**config.mk**
```make
export PLATFORM = sky130hd
export DESIGN_NAME = rmii_rx_frame
export DESIGN_NICKNAME = d
export VERILOG_FILES = /design/src/rtl/rmii_pkg.sv /design/src/rtl/rmii_crc32_chk.sv /design/src/rtl/rmii_rx_frame.sv
export SDC_FILE = /design/constraint.sdc
export NUM_CORES = 1
export LEC_CHECK = 0
export BUFFER_PORTS_ARGS = -buffer_cell sky130_fd_sc_hd__buf_4
export CAP_MARGIN = 25
export CORE_UTILIZATION = 60
export DETAILED_ROUTE_END_ITERATION = 10
export HOLD_SLACK_MARGIN = 0.06
export MAX_ROUTING_LAYER = met4
export PLACE_DENSITY = 0.78
export SLEW_MARGIN = 20
export SYNTH_ARGS = -nofsm -noshare
export SYNTH_HDL_FRONTEND = slang
export SYNTH_SLANG_ARGS = --single-unit
```
**constraint.sdc**
```tcl
create_clock -name clk -period 2.9 [get_ports clk]
set_input_delay 0 -clock clk [delete_from_list [all_inputs] [get_ports clk]]
set_output_delay 0 -clock clk [all_outputs]
set_load 0.05 [all_outputs]
```
**src/rtl/rmii_pkg.sv**
```systemverilog
// Shared types and constants for the RMII receive framer.
package rmii_pkg;

    typedef enum logic [1:0] {
        ST_IDLE,
        ST_PREAMBLE,
        ST_DATA,
        ST_WAIT_IDLE
    } rx_state_t;

    localparam logic [31:0] CRC32_POLY_REFL = 32'hEDB88320;
    localparam logic [31:0] CRC32_INIT      = 32'hFFFFFFFF;
    localparam logic [31:0] CRC32_RESIDUE   = 32'hDEBB20E3;

    localparam logic [1:0] PRE_DIBIT = 2'b01;
    localparam logic [1:0] SFD_DIBIT = 2'b11;

    // Bytes held back so the 4 FCS bytes never leave plus one pending payload byte.
    localparam int unsigned FCS_DEPTH = 5;

    // Reflected CRC-32 advanced by one dibit, bit0 first.
    function automatic logic [31:0] crc32_dibit(input logic [31:0] crc, input logic [1:0] d);
        logic [31:0] c;
        c = crc;
        for (int i = 0; i < 2; i++) begin
            c = (c[0] ^ d[i]) ? ((c >> 1) ^ CRC32_POLY_REFL) : (c >> 1);
        end
        return c;
    endfunction

endpackage

```
**src/rtl/rmii_crc32_chk.sv**
```systemverilog
// Running CRC-32 over received data dibits; init wins over en.
module rmii_crc32_chk
    import rmii_pkg::*;
(
    input  logic        clk,
    input  logic        reset,
    input  logic        init,
    input  logic        en,
    input  logic [1:0]  dibit,
    output logic [31:0] crc_q
);

    // CRC state register
    always_ff @(posedge clk) begin
        if (reset) begin
            crc_q <= CRC32_INIT;
        end else if (init) begin
            crc_q <= CRC32_INIT;
        end else if (en) begin
            crc_q <= crc32_dibit(crc_q, dibit);
        end
    end

endmodule

```
**src/rtl/rmii_rx_frame.sv**
```systemverilog
// RMII 100M receive framer: preamble/SFD hunt, byte assembly, FCS strip and check.
module rmii_rx_frame
    import rmii_pkg::*;
#(
    parameter int unsigned MAX_LEN = 1522,
    parameter int unsigned MIN_LEN = 5
) (
    input  logic       clk,
    input  logic       reset,
    input  logic [1:0] rmii_rxd,
    input  logic       rmii_crs_dv,
    output logic [7:0] m_data,
    output logic       m_valid,
    output logic       m_sof,
    output logic       m_eof,
    output logic       m_crc_ok,
    output logic       m_err,
    output logic       rx_drop
);

    localparam int unsigned CNT_W = $clog2(MAX_LEN + 2);
    localparam logic [CNT_W-1:0] CNT_SAT  = CNT_W'(MAX_LEN + 1);
    localparam logic [CNT_W-1:0] CNT_MAXB = CNT_W'(MAX_LEN);
    localparam logic [CNT_W-1:0] CNT_MIN  = CNT_W'(MIN_LEN);
    localparam logic [2:0]       FILL_FULL = 3'(FCS_DEPTH);

    rx_state_t         state;
    logic [1:0]        rxd_d1, rxd_d2;
    logic              dv_d1, dv_d2;
    logic [1:0]        phase;
    logic [5:0]        asm_q;
    logic [4:0][7:0]   fcs_buf;
    logic [2:0]        fill;
    logic [CNT_W-1:0]  byte_cnt;
    logic              emitted;
    logic [31:0]       crc_q;

    logic              pair_low;
    logic              data_acc;
    logic              frame_end;
    logic              sfd_hit;
    logic [7:0]        byte_new;

    // Two-deep input pipeline; d1 is the lookahead for crs_dv toggle detection
    always_ff @(posedge clk) begin
        if (reset) begin
            rxd_d1 <= 2'b00;
            rxd_d2 <= 2'b00;
            dv_d1  <= 1'b0;
            dv_d2  <= 1'b0;
        end else begin
            rxd_d1 <= rmii_rxd;
            rxd_d2 <= rxd_d1;
            dv_d1  <= rmii_crs_dv;
            dv_d2  <= dv_d1;
        end
    end

    // Sample classification: a lone low crs_dv is a toggle and still carries data
    always_comb begin
        pair_low  = !dv_d2 && !dv_d1;
        data_acc  = (state == ST_DATA) && !pair_low;
        frame_end = (state == ST_DATA) && pair_low;
        sfd_hit   = (state == ST_PREAMBLE) && !pair_low && (rxd_d2 == SFD_DIBIT);
        byte_new  = {rxd_d2, asm_q};
    end

    rmii_crc32_chk u_crc (
        .clk   (clk),
        .reset (reset),
        .init  (sfd_hit),
        .en    (data_acc),
        .dibit (rxd_d2),
        .crc_q (crc_q)
    );

    // Framing FSM, byte assembler, FCS holdback and registered beat outputs
    always_ff @(posedge clk) begin
        if (reset) begin
            state    <= ST_IDLE;
            phase    <= 2'd0;
            asm_q    <= '0;
            fcs_buf  <= '0;
            fill     <= 3'd0;
            byte_cnt <= '0;
            emitted  <= 1'b0;
            m_data   <= 8'd0;
            m_valid  <= 1'b0;
            m_sof    <= 1'b0;
            m_eof    <= 1'b0;
            m_crc_ok <= 1'b0;
            m_err    <= 1'b0;
            rx_drop  <= 1'b0;
        end else begin
            m_data   <= 8'd0;
            m_valid  <= 1'b0;
            m_sof    <= 1'b0;
            m_eof    <= 1'b0;
            m_crc_ok <= 1'b0;
            m_err    <= 1'b0;
            rx_drop  <= 1'b0;

            case (state)
                ST_IDLE: begin
                    if (dv_d2 && rxd_d2 == PRE_DIBIT) begin
                        state <= ST_PREAMBLE;
                    end
                end

                ST_PREAMBLE: begin
                    if (pair_low) begin
                        state <= ST_IDLE;
                    end else if (rxd_d2 == SFD_DIBIT) begin
                        state    <= ST_DATA;
                        phase    <= 2'd0;
                        asm_q    <= '0;
                        fill     <= 3'd0;
                        byte_cnt <= '0;
                        emitted  <= 1'b0;
                    end else if (rxd_d2 != PRE_DIBIT) begin
                        state <= ST_WAIT_IDLE;
                    end
                end

                ST_DATA: begin
                    if (frame_end) begin
                        state <= ST_IDLE;
                        if (byte_cnt < CNT_MIN) begin
                            rx_drop <= 1'b1;
                        end else if (fill == FILL_FULL) begin
                            m_valid  <= 1'b1;
                            m_data   <= fcs_buf[4];
                            m_sof    <= !emitted;
                            m_eof    <= 1'b1;
                            m_crc_ok <= (crc_q == CRC32_RESIDUE);
                            m_err    <= (phase != 2'd0) || (byte_cnt > CNT_MAXB);
                        end
                    end else begin
                        phase <= phase + 2'd1;
                        case (phase)
                            2'd0:    asm_q[1:0] <= rxd_d2;
                            2'd1:    asm_q[3:2] <= rxd_d2;
                            2'd2:    asm_q[5:4] <= rxd_d2;
                            default: asm_q      <= asm_q;
                        endcase
                        if (phase == 2'd3) begin
                            if (byte_cnt != CNT_SAT) begin
                                byte_cnt <= byte_cnt + 1'b1;
                            end
                            if (byte_cnt == CNT_MAXB) begin
                                // Oversize: close the frame on the oldest held byte
                                m_valid <= 1'b1;
                                m_data  <= fcs_buf[4];
                                m_sof   <= !emitted;
                                m_eof   <= 1'b1;
                                m_err   <= 1'b1;
                                emitted <= 1'b1;
                                state   <= ST_WAIT_IDLE;
                            end else if (fill == FILL_FULL) begin
                                m_valid <= 1'b1;
                                m_data  <= fcs_buf[4];
                                m_sof   <= !emitted;
                                emitted <= 1'b1;
                                fcs_buf <= {fcs_buf[3:0], byte_new};
                            end else begin
                                fcs_buf <= {fcs_buf[3:0], byte_new};
                                fill    <= fill + 3'd1;
                            end
                        end
                    end
                end

                ST_WAIT_IDLE: begin
                    if (pair_low) begin
                        state <= ST_IDLE;
                    end
                end

                default: state <= ST_IDLE;
            endcase
        end
    end

endmodule

```
## Yosys cells after proc, flatten, opt, wreduce, memory -nomap -nowiden

Index checks and enable logic that the tools add are counted.

| operators by class | value |
|---|---|
| multiplexer cells | 64 |
| reduce and logical (&&, ||, !) cells | 28 |
| equality and inequality tests | 29 |
| order comparisons | 2 |
| $add $sub $neg | 3 |
| bitwise operators | 8 |

Operators with widths:

| kind | count |
|---|---|
| 2-to-1 mux 32 bit | 2 |
| 2-to-1 mux 11 bit | 5 |
| 2-to-1 mux 8 bit | 5 |
| == test 32 bit (second input constant) | 1 |
| 2-to-1 mux 2 bit | 14 |
| NOT 13 -> 14 bit | 2 |
| 2-to-1 mux 1 bit | 23 |
| case mux 11 bit (2 select lines) | 1 |
| AND reduction 5 bit | 4 |
| 2-to-1 mux 3 bit | 6 |
| 2-to-1 mux 6 bit | 3 |
| != test 2 x 1 -> 1 bit (second input constant) | 7 |
| != test 2 bit (second input constant) | 6 |
| case mux 6 bit (2 select lines) | 1 |
| AND reduction 6 bit | 2 |
| adder 11 x 1 -> 11 bit (second input constant) | 1 |
| == test 11 bit (second input constant) | 1 |
| greater-than comparator 11 bit (second input constant) | 1 |
| < comparator 11 x 3 -> 1 bit (second input constant) | 1 |
| != test 11 bit (second input constant) | 1 |
| == test 2 bit (second input constant) | 5 |
| case mux 2 bit (4 select lines) | 1 |
| AND reduction 4 bit | 2 |
| AND reduction 7 bit | 1 |
| other kinds (20) | 38 |

| storage, ports and cells | value |
|---|---|
| bits of input ports | 5 |
| register bits after elaboration | 117 |
| output and inout bits | 14 |

## Longest topological paths before layout

Gate-level depths: netlist (run 1).

| depth | value |
|---|---|
| word-level depth | 6 |
| depth in mapped cells | 8 |

## Modules after synthesis

From an unflattened synthesis (run 1), not the netlist that was laid out.

| second synthesis, totals | value |
|---|---|
| cell total of the unflattened synthesis | 520 |
| area, all modules | 5063.6 µm² |

Modules (own cells, without submodules):

| module | instances | cells an instance | area an instance (µm²) |
|---|---|---|---|
| rmii_rx_frame | 1 | 390 | 3659.8 |
| rmii_crc32_chk | 1 | 130 | 1403.8 |

## Worst setup path before layout (run 1)

OpenSTA, ideal clock, no wires.

| timing | value |
|---|---|
| path type | register to register |
| from | reg byte_cnt[1] |
| to | reg m_sof |
| stages on the path, launching flop included | 8 |
| period minus slack after synthesis | 2239 ps |
| arrival | 2159 ps |
| slack | 661 ps |
| library setup time | 79 ps |
| path buffers | 2 |
| required time | 2821 ps |
| cell sequence | dfxtp_1 -> ha_1 -> or3b_4 -> or4_4 -> buf_6 -> a221o_1 -> buf_6 -> a211oi_2 |

| between the ends | value |
|---|---|
| longest elaborated chain between the ends | 4 |

Ends and longest elaborated chain:

| element | line | text |
|---|---|---|
| start, declared | rmii_rx_frame.sv:34 | `logic [CNT_W-1:0] byte_cnt;` |
| start signal, assigned | rmii_rx_frame.sv:148 | `byte_cnt <= byte_cnt + 1'b1;` |
| branches (longest 3 deep; another with < comparator 11 x 3 -> 1 bit) | n/a |  |
| 2-to-1 mux 1 bit * | rmii_rx_frame.sv:126 | `if (frame_end) begin` |
| end signal, assigned | rmii_rx_frame.sv:133 | `m_sof <= !emitted;` |
| end signal, assigned | rmii_rx_frame.sv:154 | `m_sof <= !emitted;` |
| end signal, assigned | rmii_rx_frame.sv:162 | `m_sof <= !emitted;` |
| end, declared | rmii_rx_frame.sv:14 | `output logic m_sof,` |

Every way passes the cells marked *.
A chain may end at the register's enable or synchronous reset.

## Worst setup path in the final report (run 1)

Same ends and word-level chain as after synthesis.

==> results_dict.tcl, run 1 <==
set metrics [dict create \
    outcome "completed" \
    max_cap_viol_count 0 \
    synth_area_leader_cell "dfxtp_1" \
    syn_avg_cell_area_um2 8.656 \
    power.density_nw_per_um2 649.6 \
    fmax_mhz 438.8 \
    clockRootBuffer "clkbuf_8" \
    avgRoutedWirePerCell_um 15.50 \
    gp_congestion 0.8254 \
    setup.worst_path.end "m_sof" \
    pre_cts_ws_ns 0.6321 \
    synth_top_area_frac 0.4815 \
    syn-num-nets 575 \
    synth_area_um2 4865 \
    grt_max_degree 63 \
    worstSetupStartpoint "byte_cnt[1]" \
    area_growth_pct 16.87 \
    period_share 0.7858 \
    yosys_warnings 0 \
    nNetsFinal 587 \
    r2r-start "byte_cnt[1]" \
    finish.instance_area_um2 5685 \
    design.core.area_um2 7767 \
    dieArea_um2 8472 \
    hold_viol_final 0 \
    reg2reg_to "m_sof" \
    cts_made_buffers 17 \
    setup_slack_ns 0.6212 \
    ys_top_cells_by_count "117 x dfxtp_1, 76 x a21oi_1, 61 x nand3_1" \
    cp_data_arrival_time_ns 2.72 \
    clk_latency_ns 0.51 \
    vias 4127 \
    tightest_slew_ns 0.7952 \
    pin_count 19 \
    drc 0 \
    synth-edff-count 0 \
    ys_types 51 \
    final_util 0.7320 \
    ys_seq_area_frac 0.4815 \
    skew_ns 0.007246 \
    critPathMaxFanout 10 \
    post-route-min-period_ns 2.279 \
    clock_path_buffers 2 \
    crit_type "register to register" \
    drt_first_iter_violations 361 \
    dieHeight_um 92.05 \
    overflow 0 \
    dpl.hpwl_um 6211 \
    required_ns 3.34 \
    grt.total_usage 0.2823 \
    grt_pass1_vias 3802 \
    drt_pass1_iterations 5 \
    finalSetupViolations 0 \
    yosysMostFrequentCell "dfxtp_1" \
    hold_class "register to register" \
    start_util 0.6263 \
    ys_ff_latch 117 \
    cts.clk_slew.worst_paths_ns 0.06 \
    fin_tns_setup_ns 0 \
    maxSlewHeadroom 0.4650 \
    cp-start-kind "register" \
    ant_nets 0 \
    crit_path_end_kind "register" \
    htreeDepth 4 \
    drive_gt1_frac 0.1261 \
    n_antenna_cell 0 \
    synthFlopType "dfxtp_1" \
    cellLeakagePower_nw 2.062 \
    syn_inst 562 \
    rsz0062_at_grt "false" \
    ir_drop_v 0.0005578 \
    drt-total-wl_um 10680 \
    finalMaxSlewViolations 0 \
    place_area_um2 5041 \
    port_buffers 18 \
    netlist_top_cells_area "dfxtp_1 48%, a21oi_1 7.8%, nand3_1 6.3%" \
    r2r_slack_ns 0.62 \
    die_w_um 92.05 \
    async_flop_share 0 \
    num_rows 32 \
    cts_tree "yes" \
    cts_sinks 117 \
    grt_pass1_wl_um 18410 \
    reg2regPathDepth 5 \
    antenna_found_initial 0 \
    viasPerCell 5.990 \
]
worst min path at each step:
stage                           start   endpoint  slack [ns]  cells past startpoint
final                     fcs_buf[36]  m_data[4]        0.43                      2
after global routing        rxd_d1[0]  rxd_d2[0]        0.46                      1
after CTS                 fcs_buf[36]  m_data[4]        0.43                      2
after detailed placement  rmii_rxd[0]  rxd_d1[0]        0.22                      2
after global placement    rmii_rxd[1]  rxd_d1[1]        0.21                      2
after floorplan           rmii_crs_dv      dv_d1        0.13                      1
critical path, cell delays in order, from the launching register on:
cell	delay, ns
dfxtp_1	0.40
ha_1	0.18
or3b_4	0.39
or4_4	0.53
a221o_1	0.46
a211oi_2	0.25
final cells by class:
| type | instances | area (um^2) |
|---|---|---|
| inverter | 8 | 30.03 |
| clock inverter | 12 | 128.9 |
| multi-input combinational | 393 | 2316 |
| tap | 102 | 127.6 |
| sequential | 117 | 2342 |
| timing repair buffer | 37 | 295.3 |
| clock buffer | 20 | 445.4 |
| fill | 567 | 2082 |
cells in the final DEF, fill, tap and decap left out, drive strengths merged, types with 3 or more instances in the layout:
cell / Yosys / final
a211oi: 4 / 4
a21oi: 76 / 76
buf: 5 / 30
clkbuf: 39 / 20
clkinv: 0 / 6
clkinvlp: 0 / 3
dfxtp: 117 / 117
dlygate4sd3: 0 / 7
ha: 8 / 8
inv: 8 / 9
nand2: 55 / 55
nand2b: 3 / 3
nand3: 61 / 61
nand4b: 5 / 5
nor2: 13 / 13
nor2b: 8 / 8
nor3: 4 / 4
nor4: 6 / 6
o211ai: 19 / 19
o21ai: 62 / 62
or3: 5 / 5
or3b: 3 / 3
or4: 6 / 6
xnor2: 9 / 9
xor2: 16 / 16
layer usage:
| layer | vias up | GRT usage | part of all wire |
|---|---|---|---|
| li1 | 2044 | - | - |
| met4 | 0 | 0.09896 | 0.013 |
| met5 | - | - | 0 |
| met1 | 1979 | 0.3612 | 0.46 |
| met2 | 92 | 0.4316 | 0.48 |
| met3 | 12 | 0.07463 | 0.047 |
state kept, by name (all words and copies together) (netlist names):
| register | cells |
|---|---|
| dv_d1 | 1 |
| asm_q | 6 |
| m_valid | 1 |
| rxd_d1 | 2 |
| dv_d2 | 1 |
| fill | 3 |
| phase | 2 |
| u_crc.crc_q | 32 |
| byte_cnt | 11 |
| m_eof | 1 |
| rx_drop | 1 |
| m_data | 8 |
| m_crc_ok | 1 |
| fcs_buf | 40 |
| state | 2 |
| m_sof | 1 |
| emitted | 1 |
| m_err | 1 |
| rxd_d2 | 2 |
timing repair:
item	4_1_cts	5_1_grt
resized for setup	0	0
setup endpoints to repair	0	0
endpoints found under the hold margin	56	0
hold buffers	7	0
buffers inserted	0	0
through the flow:
stage	hold WS, ns	cells	total power, mW
after floorplan	0.1282	562	1.697
after global placement	0.2144	650	1.715
after detailed placement	0.2172	650	1.716
after CTS	0.4289	689	3.703
after global routing	0.4564	689	3.798
final	0.4281	689	3.693
power by group:
part	internal (mW)	total, mW	switching, mW
registers	1.61	1.62	0.00546
clock network	1.26	2.00	0.739
logic	0.0259	0.0717	0.0459
total	2.90	3.69	0.790
cells by family after synthesis:
kind of cell | synth area share
and+or+nand+nor | 0.1965
AOI/OAI and AO/OA | 0.2083
DFF | 0.4815
buffers and inverters | 0.04655
xor gates and xnor gates | 0.04656
adders and majority gates | 0.02058
Note: power is estimated with default switching activity, not from simulation.
==> inputs of run 2 (changes only) <==
==> constraint.sdc (replaced) <==
create_clock -name clk -period 2.2 [get_ports clk]
set_input_delay 0 -clock clk [delete_from_list [all_inputs] [get_ports clk]]
set_output_delay 0 -clock clk [all_outputs]
set_load 0.05 [all_outputs]
==> run 2 against run 1 <==
- combinational power grew 46%
- via count up 2.2%
- total power increased by 34%
- core utilization increased by 1.5 points
==> results_dict.tcl, run 2 (same netlist as run 1, synthesis figures left out) <==
set metrics [dict create \
    outcome "completed" \
    drive_gt1_frac 0.1510 \
    rsz0062_at_grt "true" \
    clk_latency_ns 0.51 \
    clock_power_share 0.548 \
    grt_max_degree 55 \
    setup_slack_ns 0.06283 \
    drt_pass1_iterations 5 \
    p_seq_frac 0.430 \
    die_w_um 92.05 \
    grt.total_usage 0.2949 \
    cp_data_arrival_time_ns 2.57 \
    power.density_nw_per_um2 853.2 \
    dieHeight_um 92.05 \
    design.core.area_um2 7767 \
    reg_top3 "fcs_buf x40, u_crc.crc_q x32, byte_cnt x11" \
    finalSetupViolations 0 \
    min_to "fcs_buf[32]" \
    cellLeakagePower_nw 2.115 \
    required_ns 2.64 \
    reg2regPathDepth 6 \
    regMostFlops "fcs_buf" \
    drt-total-wl_um 11280 \
    area_growth_pct 19.26 \
    antenna_found_initial 0 \
    skew_ns 0.01182 \
    port_buffers 18 \
    dieArea_um2 8472 \
    min_path_cells 3 \
    vias 4216 \
    cts.clk_slew.worst_paths_ns 0.06 \
    fmax_mhz 467.9 \
    cts_made_buffers 17 \
    drt_first_iter_violations 302 \
    dpl.hpwl_um 6419 \
    power.switching_mw 1.041 \
    maxSlewHeadroom 0.5599 \
    reg2reg_to "m_sof" \
    internal-power_mw 3.909 \
    num_rows 32 \
    hold_class "input port to register" \
    start_util 0.6263 \
    final_cell_mix "115 x dfxtp_1, 75 x a21oi_1, 61 x nand3_1" \
    overflow 0 \
    grt_pass1_vias 4034 \
    gp_congestion 0.9142 \
    nNetsFinal 596 \
    critPathMaxFanout 10 \
    final_util 0.7469 \
    avgRoutedWirePerCell_um 16.16 \
    cts_sinks 117 \
    period_share 0.9714 \
    hold_viol_final 0 \
    htreeDepth 4 \
    pre_cts_ws_ns 0.04113 \
    grt_pass1_wl_um 19070 \
    crit_path_end_kind "register" \
    nFillCells 558 \
    n_antenna_cell 0 \
    swShare 0.2103 \
    r2r_slack_ns 0.06 \
    crit_type "register to register" \
    r2r-start "byte_cnt[0]" \
    viasPerCell 6.040 \
    clock_path_buffers 2 \
    final_common_cell "dfxtp_1" \
    ant_nets 0 \
    cp-start-kind "register" \
    drc 0 \
    ir_drop_v 0.0006252 \
    finalMaxSlewViolations 0 \
    max_cap_viol_count 0 \
    post-route-min-period_ns 2.137 \
    clockRootBuffer "clkbuf_8" \
    largest_reg_flops 40 \
    tightest_slew_ns 0.6577 \
    comb_power_share 0.021 \
    cts_tree "yes" \
    pin_count 19 \
    min_from "reset" \
]
## run 2: changes by cell type in the layout (fill, tap and decap cells not counted), sizes merged
cell      before  now
bufinv         2    3
buf           30   39
clkinvlp       3    4
inv            9    8
clkbuf        20   19
## run 2: layout make-up
| type | count | area (um^2) | share of cell area |
|---|---|---|---|
| clock buffers | 19 | 431.7 | 0.07440 |
| clock inverters | 13 | 157.7 | 0.02717 |
| inverters | 8 | 30.03 | 0.005176 |
| multi-input cells | 393 | 2331 | 0.4018 |
| flip-flops and latches | 117 | 2345 | 0.4041 |
| well taps | 102 | 127.6 | 0.02200 |
| repair buffers | 46 | 379.1 | 0.06534 |
## run 2: what timing repair did
action	CTS	global route
hold buffers	7	0
gates resized for setup	0	4
endpoints found under the hold margin	19	0
setup endpoints to repair	0	15
buffers inserted	0	0
## run 2: stage by stage
stage	std cells	hold slack, ns	instance area, um^2	setup TNS (ns)	total power [mW]
after floorplan	562	0.1282	4870	0	2.237
after global placement	659	0.2109	5126	0	2.265
after detailed placement	659	0.2198	5126	0	2.267
after CTS	698	0.3441	5786	0	4.967
after global routing	698	0.3762	5802	-0.009900	5.081
final	698	0.3818	5802	0	4.950
## run 2: per-layer routing
layer  vias up  GRT usage  wire (um)
met4         0     0.1380        299
met1      1995     0.3485       4816
met5         -          -          0
li1       2060          -          -
met3        30    0.09453        637
met2       131     0.4565       5530
## run 2: worst max path at each step
stage / slack [ns] / startpoint / endpoint
2_1_floorplan: 0.02 / byte_cnt[0] / m_sof
3_3_place_gp: 0.07 / byte_cnt[0] / m_sof
3_5_place_dp: 0.04 / byte_cnt[0] / emitted
4_1_cts: 0.01 / byte_cnt[0] / emitted
5_1_grt: -0.01 / byte_cnt[0] / m_sof
6_report: 0.06 / byte_cnt[0] / m_sof
## run 2: power groups by stage
stage / sequential, mW / combinational (mW) / clock, mW
finish: 2.13 / 0.105 / 2.71
global route: 2.13 / 0.112 / 2.84
CTS: 2.13 / 0.103 / 2.73
detailed placement: 2.18 / 0.0919 / 0
global placement: 2.17 / 0.0902 / 0
floorplan: 2.17 / 0.0640 / 0
## run 2: critical path, stage by stage, from the launching register on
cell	delay (ns)
dfxtp_2	0.32
inv_2	0.04
ha_2	0.15
or3b_4	0.39
or4_4	0.50
a221o_2	0.46
a211oi_2	0.20
